**config.mk**
```make
export PLATFORM = sky130hd
export DESIGN_NAME = cdb_arbiter
export DESIGN_NICKNAME = d
export VERILOG_FILES = /design/src/rtl/cdb_arbiter.sv
export SDC_FILE = /design/constraint.sdc
export NUM_CORES = 1
export LEC_CHECK = 0
export CAP_MARGIN = 25
export CELL_PAD_IN_SITES_DETAIL_PLACEMENT = 0
export CELL_PAD_IN_SITES_GLOBAL_PLACEMENT = 1
export CORE_MARGIN = 5
export CORE_UTILIZATION = 24
export DETAILED_ROUTE_END_ITERATION = 8
export GPL_ROUTABILITY_DRIVEN = 0
export PLACE_DENSITY_LB_ADDON = 0.1
export SETUP_SLACK_MARGIN = 0.4
export SLEW_MARGIN = 25
export SYNTH_ARGS = -nofsm -noshare
export SYNTH_HDL_FRONTEND = slang
export SYNTH_SLANG_ARGS = --single-unit
```
**constraint.sdc**
```tcl
create_clock -name clk -period 3.1 [get_ports clk]
set_clock_uncertainty 0.1 [all_clocks]
set_input_delay 0.62 -clock clk [delete_from_list [all_inputs] [get_ports clk]]
set_output_delay 0.62 -clock clk [all_outputs]
set_load 0.02 [all_outputs]
```
**src/rtl/cdb_arbiter.sv**
```systemverilog
// cdb_arbiter: arbitrates three result producers (alu, lsb, br) onto one
// registered common data bus with a single output slot.
// Arbitration policy is chosen by the macro CDB_ROUND_ROBIN_EN:
//   defined   -> round-robin starting from rr_ptr
//   undefined -> fixed priority br > lsb > alu (no rr_ptr)
//
// state    | meaning
// ---------+--------------------------------------------
// ST_EMPTY | no broadcast held, cdb_valid_out = 0
// ST_FULL  | broadcast held on cdb outputs, cdb_valid_out = 1

module cdb_arbiter #(
  parameter int TAG_W  = 4,
  parameter int WORD_W = 32
) (
  input  logic              clk,
  input  logic              rst,
  input  logic              clear_in,
  input  logic              stall_in,
  input  logic              alu_valid_in,
  input  logic              lsb_valid_in,
  input  logic              br_valid_in,
  input  logic [TAG_W-1:0]  alu_tag_in,
  input  logic [TAG_W-1:0]  lsb_tag_in,
  input  logic [TAG_W-1:0]  br_tag_in,
  input  logic [WORD_W-1:0] alu_data_in,
  input  logic [WORD_W-1:0] lsb_data_in,
  input  logic [WORD_W-1:0] br_data_in,
  output logic              alu_ready_out,
  output logic              lsb_ready_out,
  output logic              br_ready_out,
  output logic              cdb_valid_out,
  output logic [TAG_W-1:0]  cdb_tag_out,
  output logic [WORD_W-1:0] cdb_data_out,
  output logic [1:0]        cdb_src_out
);

  localparam logic [1:0] SRC_ALU = 2'd0;
  localparam logic [1:0] SRC_LSB = 2'd1;
  localparam logic [1:0] SRC_BR  = 2'd2;

  typedef enum logic {ST_EMPTY = 1'b0, ST_FULL = 1'b1} state_e;

  state_e            state_q, state_d;
  logic [TAG_W-1:0]  tag_q, tag_d;
  logic [WORD_W-1:0] data_q, data_d;
  logic [1:0]        src_q, src_d;

  logic              can_accept;
  logic              gnt_en;
  logic              gnt_any;
  logic [1:0]        gnt_idx;

`ifdef CDB_ROUND_ROBIN_EN
  logic [1:0]        rr_q, rr_d;
`endif

  // The slot takes a new result when empty or when the held one leaves this cycle.
  assign can_accept = (state_q == ST_EMPTY) || !stall_in;
  assign gnt_en     = can_accept && !rst && !clear_in;

  // Choose the winning requester among those with a valid result.
  always_comb begin
    gnt_any = 1'b0;
    gnt_idx = SRC_ALU;
    if (gnt_en) begin
`ifdef CDB_ROUND_ROBIN_EN
      case (rr_q)
        SRC_LSB: begin
          if (lsb_valid_in)      begin gnt_any = 1'b1; gnt_idx = SRC_LSB; end
          else if (br_valid_in)  begin gnt_any = 1'b1; gnt_idx = SRC_BR;  end
          else if (alu_valid_in) begin gnt_any = 1'b1; gnt_idx = SRC_ALU; end
        end
        SRC_BR: begin
          if (br_valid_in)       begin gnt_any = 1'b1; gnt_idx = SRC_BR;  end
          else if (alu_valid_in) begin gnt_any = 1'b1; gnt_idx = SRC_ALU; end
          else if (lsb_valid_in) begin gnt_any = 1'b1; gnt_idx = SRC_LSB; end
        end
        default: begin
          if (alu_valid_in)      begin gnt_any = 1'b1; gnt_idx = SRC_ALU; end
          else if (lsb_valid_in) begin gnt_any = 1'b1; gnt_idx = SRC_LSB; end
          else if (br_valid_in)  begin gnt_any = 1'b1; gnt_idx = SRC_BR;  end
        end
      endcase
`else
      if (br_valid_in)       begin gnt_any = 1'b1; gnt_idx = SRC_BR;  end
      else if (lsb_valid_in) begin gnt_any = 1'b1; gnt_idx = SRC_LSB; end
      else if (alu_valid_in) begin gnt_any = 1'b1; gnt_idx = SRC_ALU; end
`endif
    end
  end

  assign alu_ready_out = gnt_any && (gnt_idx == SRC_ALU);
  assign lsb_ready_out = gnt_any && (gnt_idx == SRC_LSB);
  assign br_ready_out  = gnt_any && (gnt_idx == SRC_BR);

  // Slot next state: clear wins, then a transfer, then draining when not stalled.
  always_comb begin
    state_d = state_q;
    tag_d   = tag_q;
    data_d  = data_q;
    src_d   = src_q;
    if (clear_in) begin
      state_d = ST_EMPTY;
    end else if (gnt_any) begin
      state_d = ST_FULL;
      src_d   = gnt_idx;
      case (gnt_idx)
        SRC_LSB: begin tag_d = lsb_tag_in; data_d = lsb_data_in; end
        SRC_BR:  begin tag_d = br_tag_in;  data_d = br_data_in;  end
        default: begin tag_d = alu_tag_in; data_d = alu_data_in; end
      endcase
    end else if ((state_q == ST_FULL) && !stall_in) begin
      state_d = ST_EMPTY;
    end
  end

`ifdef CDB_ROUND_ROBIN_EN
  // Pointer advances past the winner only when a transfer actually happens.
  always_comb begin
    rr_d = rr_q;
    if (gnt_any) begin
      rr_d = (gnt_idx == SRC_BR) ? SRC_ALU : (gnt_idx + 2'd1);
    end
  end

  // Round-robin pointer register.
  always_ff @(posedge clk) begin
    if (rst) begin
      rr_q <= SRC_ALU;
    end else begin
      rr_q <= rr_d;
    end
  end
`endif

  // Output slot register.
  always_ff @(posedge clk) begin
    if (rst) begin
      state_q <= ST_EMPTY;
      tag_q   <= '0;
      data_q  <= '0;
      src_q   <= SRC_ALU;
    end else begin
      state_q <= state_d;
      tag_q   <= tag_d;
      data_q  <= data_d;
      src_q   <= src_d;
    end
  end

  assign cdb_valid_out = (state_q == ST_FULL);
  assign cdb_tag_out   = tag_q;
  assign cdb_data_out  = data_q;
  assign cdb_src_out   = src_q;

endmodule

```
# Yosys cells after proc, flatten, opt, wreduce, memory -nomap -nowiden
# Cells that the tools add are included.
# totals
register_bits	39
inputBits	115
out_inout_bits	42
word_cells	33
# classes
n_eq_ne	2
muxes	11
n_bitwise	2
reduce_logical	14
# ops
cell	n
$pmux 32 s2	1
$pmux 4 s2	1
$mux 1	7
$logic_and 1x1->1	6
$mux 2	2
$logic_not 1->1	3
$eq 2x1->1 const B	1
$eq 2x2->1 const B	1
$logic_not 2->1	1
$not 1->1	2
$reduce_and 2->1	1
$reduce_bool 2->1	1
$reduce_or 2->1	1
$logic_or 1x1->1	1

# Longest topological paths before layout
# depth
depth_word	7
depth_mapped	9
depth_no_buf	7

# Worst setup path before layout
# No wires, ideal clock.
# synth_path
kind	input to output
from	input port stall_in
to	output port lsb_ready_out
arrival_time_ns	2.096
required_ns	2.380
path_slack_ns	0.284
cell_stages	8
n_path_buf	2
cell_sequence	a211oi_2 nand3b_1 inv_1 ha_1 clkbuf_1 buf_2 inv_1 nor2_1
# synth_via
elab_chain_cells	7
elab_cells_between_ends	8
cone_classes	1 x eq/ne; 2 x mux; 5 x reduce/logical
# synth_rtl
element	line_no	rtl
from (decl)	19	input logic stall_in,
$logic_not 1->1	59	assign can_accept = (state_q == ST_EMPTY) || !stall_in;
$logic_or 1x1->1	59	
$logic_and 1x1->1 (2 in a row)	60	assign gnt_en = can_accept && !rst && !clear_in;
$mux 2	66	if (gnt_en) begin
net gnt_idx[0]	52	logic [1:0] gnt_idx;
$eq 2x1->1	94	assign lsb_ready_out = gnt_any && (gnt_idx == SRC_LSB);
$logic_and 1x1->1	94	
to (decl)	30	output logic lsb_ready_out,
# The timed path passes the listed nets, and every way through them passes these cells.

# Worst setup path after layout
# layout_path
from	input port stall_in
to	output port alu_ready_out
# layout_via
elab_chain_cells	7
elab_cells_between_ends	8
cone_classes	2 x mux; 6 x reduce/logical
# layout_rtl
element	line_no	rtl
$logic_not 1->1 *	59	
$logic_or 1x1->1 *	59	
$logic_and 1x1->1 * (2 in a row)	60	
$mux 2	66	
$logic_not 2->1	93	assign alu_ready_out = gnt_any && (gnt_idx == SRC_ALU);
$logic_and 1x1->1 *	93	
to (decl)	29	output logic alu_ready_out,
# Every way passes the cells marked *; elsewhere a longest branch is shown, timed or not.

==> summary.txt <==
Route
  • Routed wire length on met2: 3965 µm
  • Max Used Layer: met4
  • DRT met1 WL: 3333 µm
  • DR pass1 iterations: 4
  • WL met3: 508 µm
  • Wire length per cell: 14.32 µm
  • DR iter-0 viols: 61
  • Total length of routed wires: 7875 µm
  • DRC violations left: 0
  • Count of nets left with antenna violations after detail routing: 0
  • Via density per instance: 4.415
  • Detailed-route via count: 2,428

Status
  • Outcome: complete, no violations

CTS
  • Clock buffer count from CTS: 5
  • Worst-Skew Late Latency: 0.28 ns
  • CTS tree: yes
  • Root buf cell: clkbuf_8
  • Clk buf depth: 2
  • CTS H-tree depth: 2
  • Clock Pin Slew Worst Setup and Hold Paths: 0.07 ns
  • Clock Sinks: 39

Logic synthesis
  • Synthesized-area fraction occupied by xor and xnor cells: 0%
  • Cells after synthesis: 266
  • Dominant combinational cell family by area after synthesis: compound AO/OA/AOI/OAI gates
  • Post-synthesis simple-gate area fraction: 17.52%
  • Number of synthesis warnings: 0
  • Total standard cell area after synthesis: 0.002286 mm²
  • Adder-cell share of the synthesized area: 1.642%
  • Post-synth net total: 384
  • Top post-synthesis cells by count: dfxtp_1, nor2_1, a21oi_1
  • Synth Area in Compound Gates: 21.84%
  • Dominant synthesized flop cell: dfxtp_1
  • Multiplexer area fraction after synthesis: 18.88%
  • Share of flip-flops with an asynchronous set or reset after synthesis: 0%
  • Count of cell types in the netlist: 22
  • Top-area cell type share of the netlist area: 34.15%
  • Leading cell types by total area after synthesis: dfxtp_1, mux2_2, a22oi_1
  • EDFF count, synth: 0
  • Share of the yosys chip area belonging to registers: 34.15%
  • Register bit count reported by yosys: 39
  • Synth Area per Inst: 8.594 µm²
  • Cell type contributing the most total cell area after synthesis: dfxtp_1

Timing
  • Hold WS: 0.3898 ns
  • Crit path setup slack, layout: 0.4567 ns
  • Number of slew-limit violations in the final report: 0
  • Final setup violation count: 0
  • Final critical-path required period: 2.643 ns
  • Fmax: 0.3783 GHz
  • Slew HR: 70.61%
  • Setup repair after global routing missed its margin: false
  • Worst Tran Pin Value: 0.4408 ns
  • Final Hold Viols: 0
  • Share of the clock period used by the worst path after layout: 85.27%

Worst setup path
  • Worst setup path category: primary input to output pin
  • Cell breakdown of the critical path: dlygate4sd2_1 -> a211oi_2 -> nand3b_1 -> buf_4 -> ha_2 -> inv_1 -> nor2_1 -> buf_4
  • Crit. End Element: output pin
  • Critical-path cell with the highest stage delay: a211oi_2
  • Critical path's largest stage delay: 0.28 ns
  • CP startpoint kind: primary input
  • Data required time at the worst endpoint: 2.38 ns
  • WP data arrival: 1.92 ns
  • Most frequent CP cell: buf_4
  • Highest net fanout along the worst path: 3

Power
  • Static Leakage: 1.593 nW
  • Power density cells: 337.3 mW/mm²
  • Maximum resistive drop on vdd: 155.0 µV

Layout
  • Fraction of layout cells with a size suffix above 1: 16.15%
  • Area delta synth->final: 80.41%
  • Fillcell total: 975
  • Number of nets in the layout: 540
  • Antenna cells: 0

Run
  • Max cap viols: 0

GRT
  • Global route overflow: 0
  • Number of global-route vias before repair: 2,553
  • Largest net degree at the start of global routing: 41
  • Antenna violations before repair: 0
  • First-pass GRT wire length: 12,630 µm
  • Overall routing resource usage: 13.53%

Min path
  • Worst min-delay path category: register to register

Placed design
  • HPWL after detailed placement: 5979 µm
  • Setup WS pre-CTS: -0.2085 ns
  • PortBufs: 156

Die
  • Number of core rows: 35
  • I/O Pins: 157
  • DIE HEIGHT: 107.6 µm
  • Initial Util: 24.62%
  • Floorplan Core Area: 0.009284 mm²
  • Chip width: 107.6 µm
  • Die Outline Area: 0.01158 mm²
==> layout make-up <==
cell class | count | area [µm²] | share of cell area [%]
inverters | 5 | 18.77 | 0.4551
repair buffers | 173 | 1712 | 41.50
flip-flops and latches | 39 | 780.7 | 18.93
well taps | 129 | 161.4 | 3.914
clock buffers | 6 | 72.57 | 1.760
multi-input cells | 198 | 1379 | 33.43
==> cell usage in the layout, fill, tap and decap left out, drive strengths merged, types with 2 or more instances in the layout <==
cell type / count
a21oi: 38
a22oi: 36
a211oi: 2
nor2b: 36
nor2: 39
ha: 3
mux2: 36
buf: 21
clkdlybuf4s50: 150
nand2: 2
clkbuf: 6
inv: 5
o21ai: 2
dfxtp: 39
dlygate4sd2: 2
==> repair_timing <==
| item | 4_1_cts | 5_1_grt |
|---|---|---|
| pin swaps | 2 | 2 |
| hold buffers | 0 | 0 |
| endpoints found under the setup margin | 3 | 3 |
| gates cloned | 0 | 0 |
| buffers inserted | 1 | 0 |
| resized for setup | 16 | 2 |
==> cell families (layout without fill, tap and decap cells) <==
| family | after synthesis | after routing |
|---|---|---|
| AND/OR/NAND/NOR | 80 | 80 |
| adder cells (fa/ha/maj) | 3 | 3 |
| multiplexers | 36 | 36 |
| AO/OA/AOI/OAI | 79 | 79 |
| buffers and inverters | 29 | 184 |
| flip-flops | 39 | 39 |
==> sequential cells by signal, summed over array words and instances, names as in the netlist <==
| name | count |
|---|---|
| cdb_tag_out | 4 |
| cdb_src_out | 2 |
| cdb_data_out | 32 |
| cdb_valid_out | 1 |
==> worst paths after layout <==
kind / to / from / slack (ns) / cells past startpoint
max: alu_ready_out / stall_in / 0.46 / 8
min: cdb_src_out[1]$_SDFFE_PP0P_ / cdb_src_out[1]$_SDFFE_PP0P_ / 0.39 / 2
max reg2reg: cdb_data_out[9]$_SDFFE_PP0P_ / cdb_valid_out$_SDFFE_PP0P_ / 0.86 / 8
min reg2reg: cdb_src_out[1]$_SDFFE_PP0P_ / cdb_src_out[1]$_SDFFE_PP0P_ / 0.39 / 2
==> worst max-delay path: cells and delay by family <==
kind / cells / cell delay [ns]
buffers and inverters: 4 / 0.63
and+or+nand+nor: 2 / 0.23
AOI/OAI and AO/OA: 1 / 0.28
adders and majority gates: 1 / 0.16
==> routing by layer <==
metal  vias up  global-route usage [%]
li1       1246                       -
met1      1097                   16.83
met2        81                   23.18
met3         4                   4.199
met4         0                   2.344
met5         -                       0
==> power by group <==
part	internal, W	switching [W]
logic	0.000309	0.000198
clock network	0.000150	0.000167
registers	0.000547	0.0000191
total	0.00101	0.000384
==> metrics by stage <==
stage	power, W	util (%)	setup TNS (ns)	cell area, µm²	instances
final	0.001391	44.42	0	4124	550
after global placement	0.001088	43.64	-0.4365	4051	543
after global routing	0.001478	44.42	0	4124	550
after CTS	0.001418	44.37	0	4119	550
after floorplan	0.0008019	-	0	2291	266
after detailed placement	0.001093	43.64	-0.4884	4051	543
No activity file was read; power rests on OpenSTA's default activity.
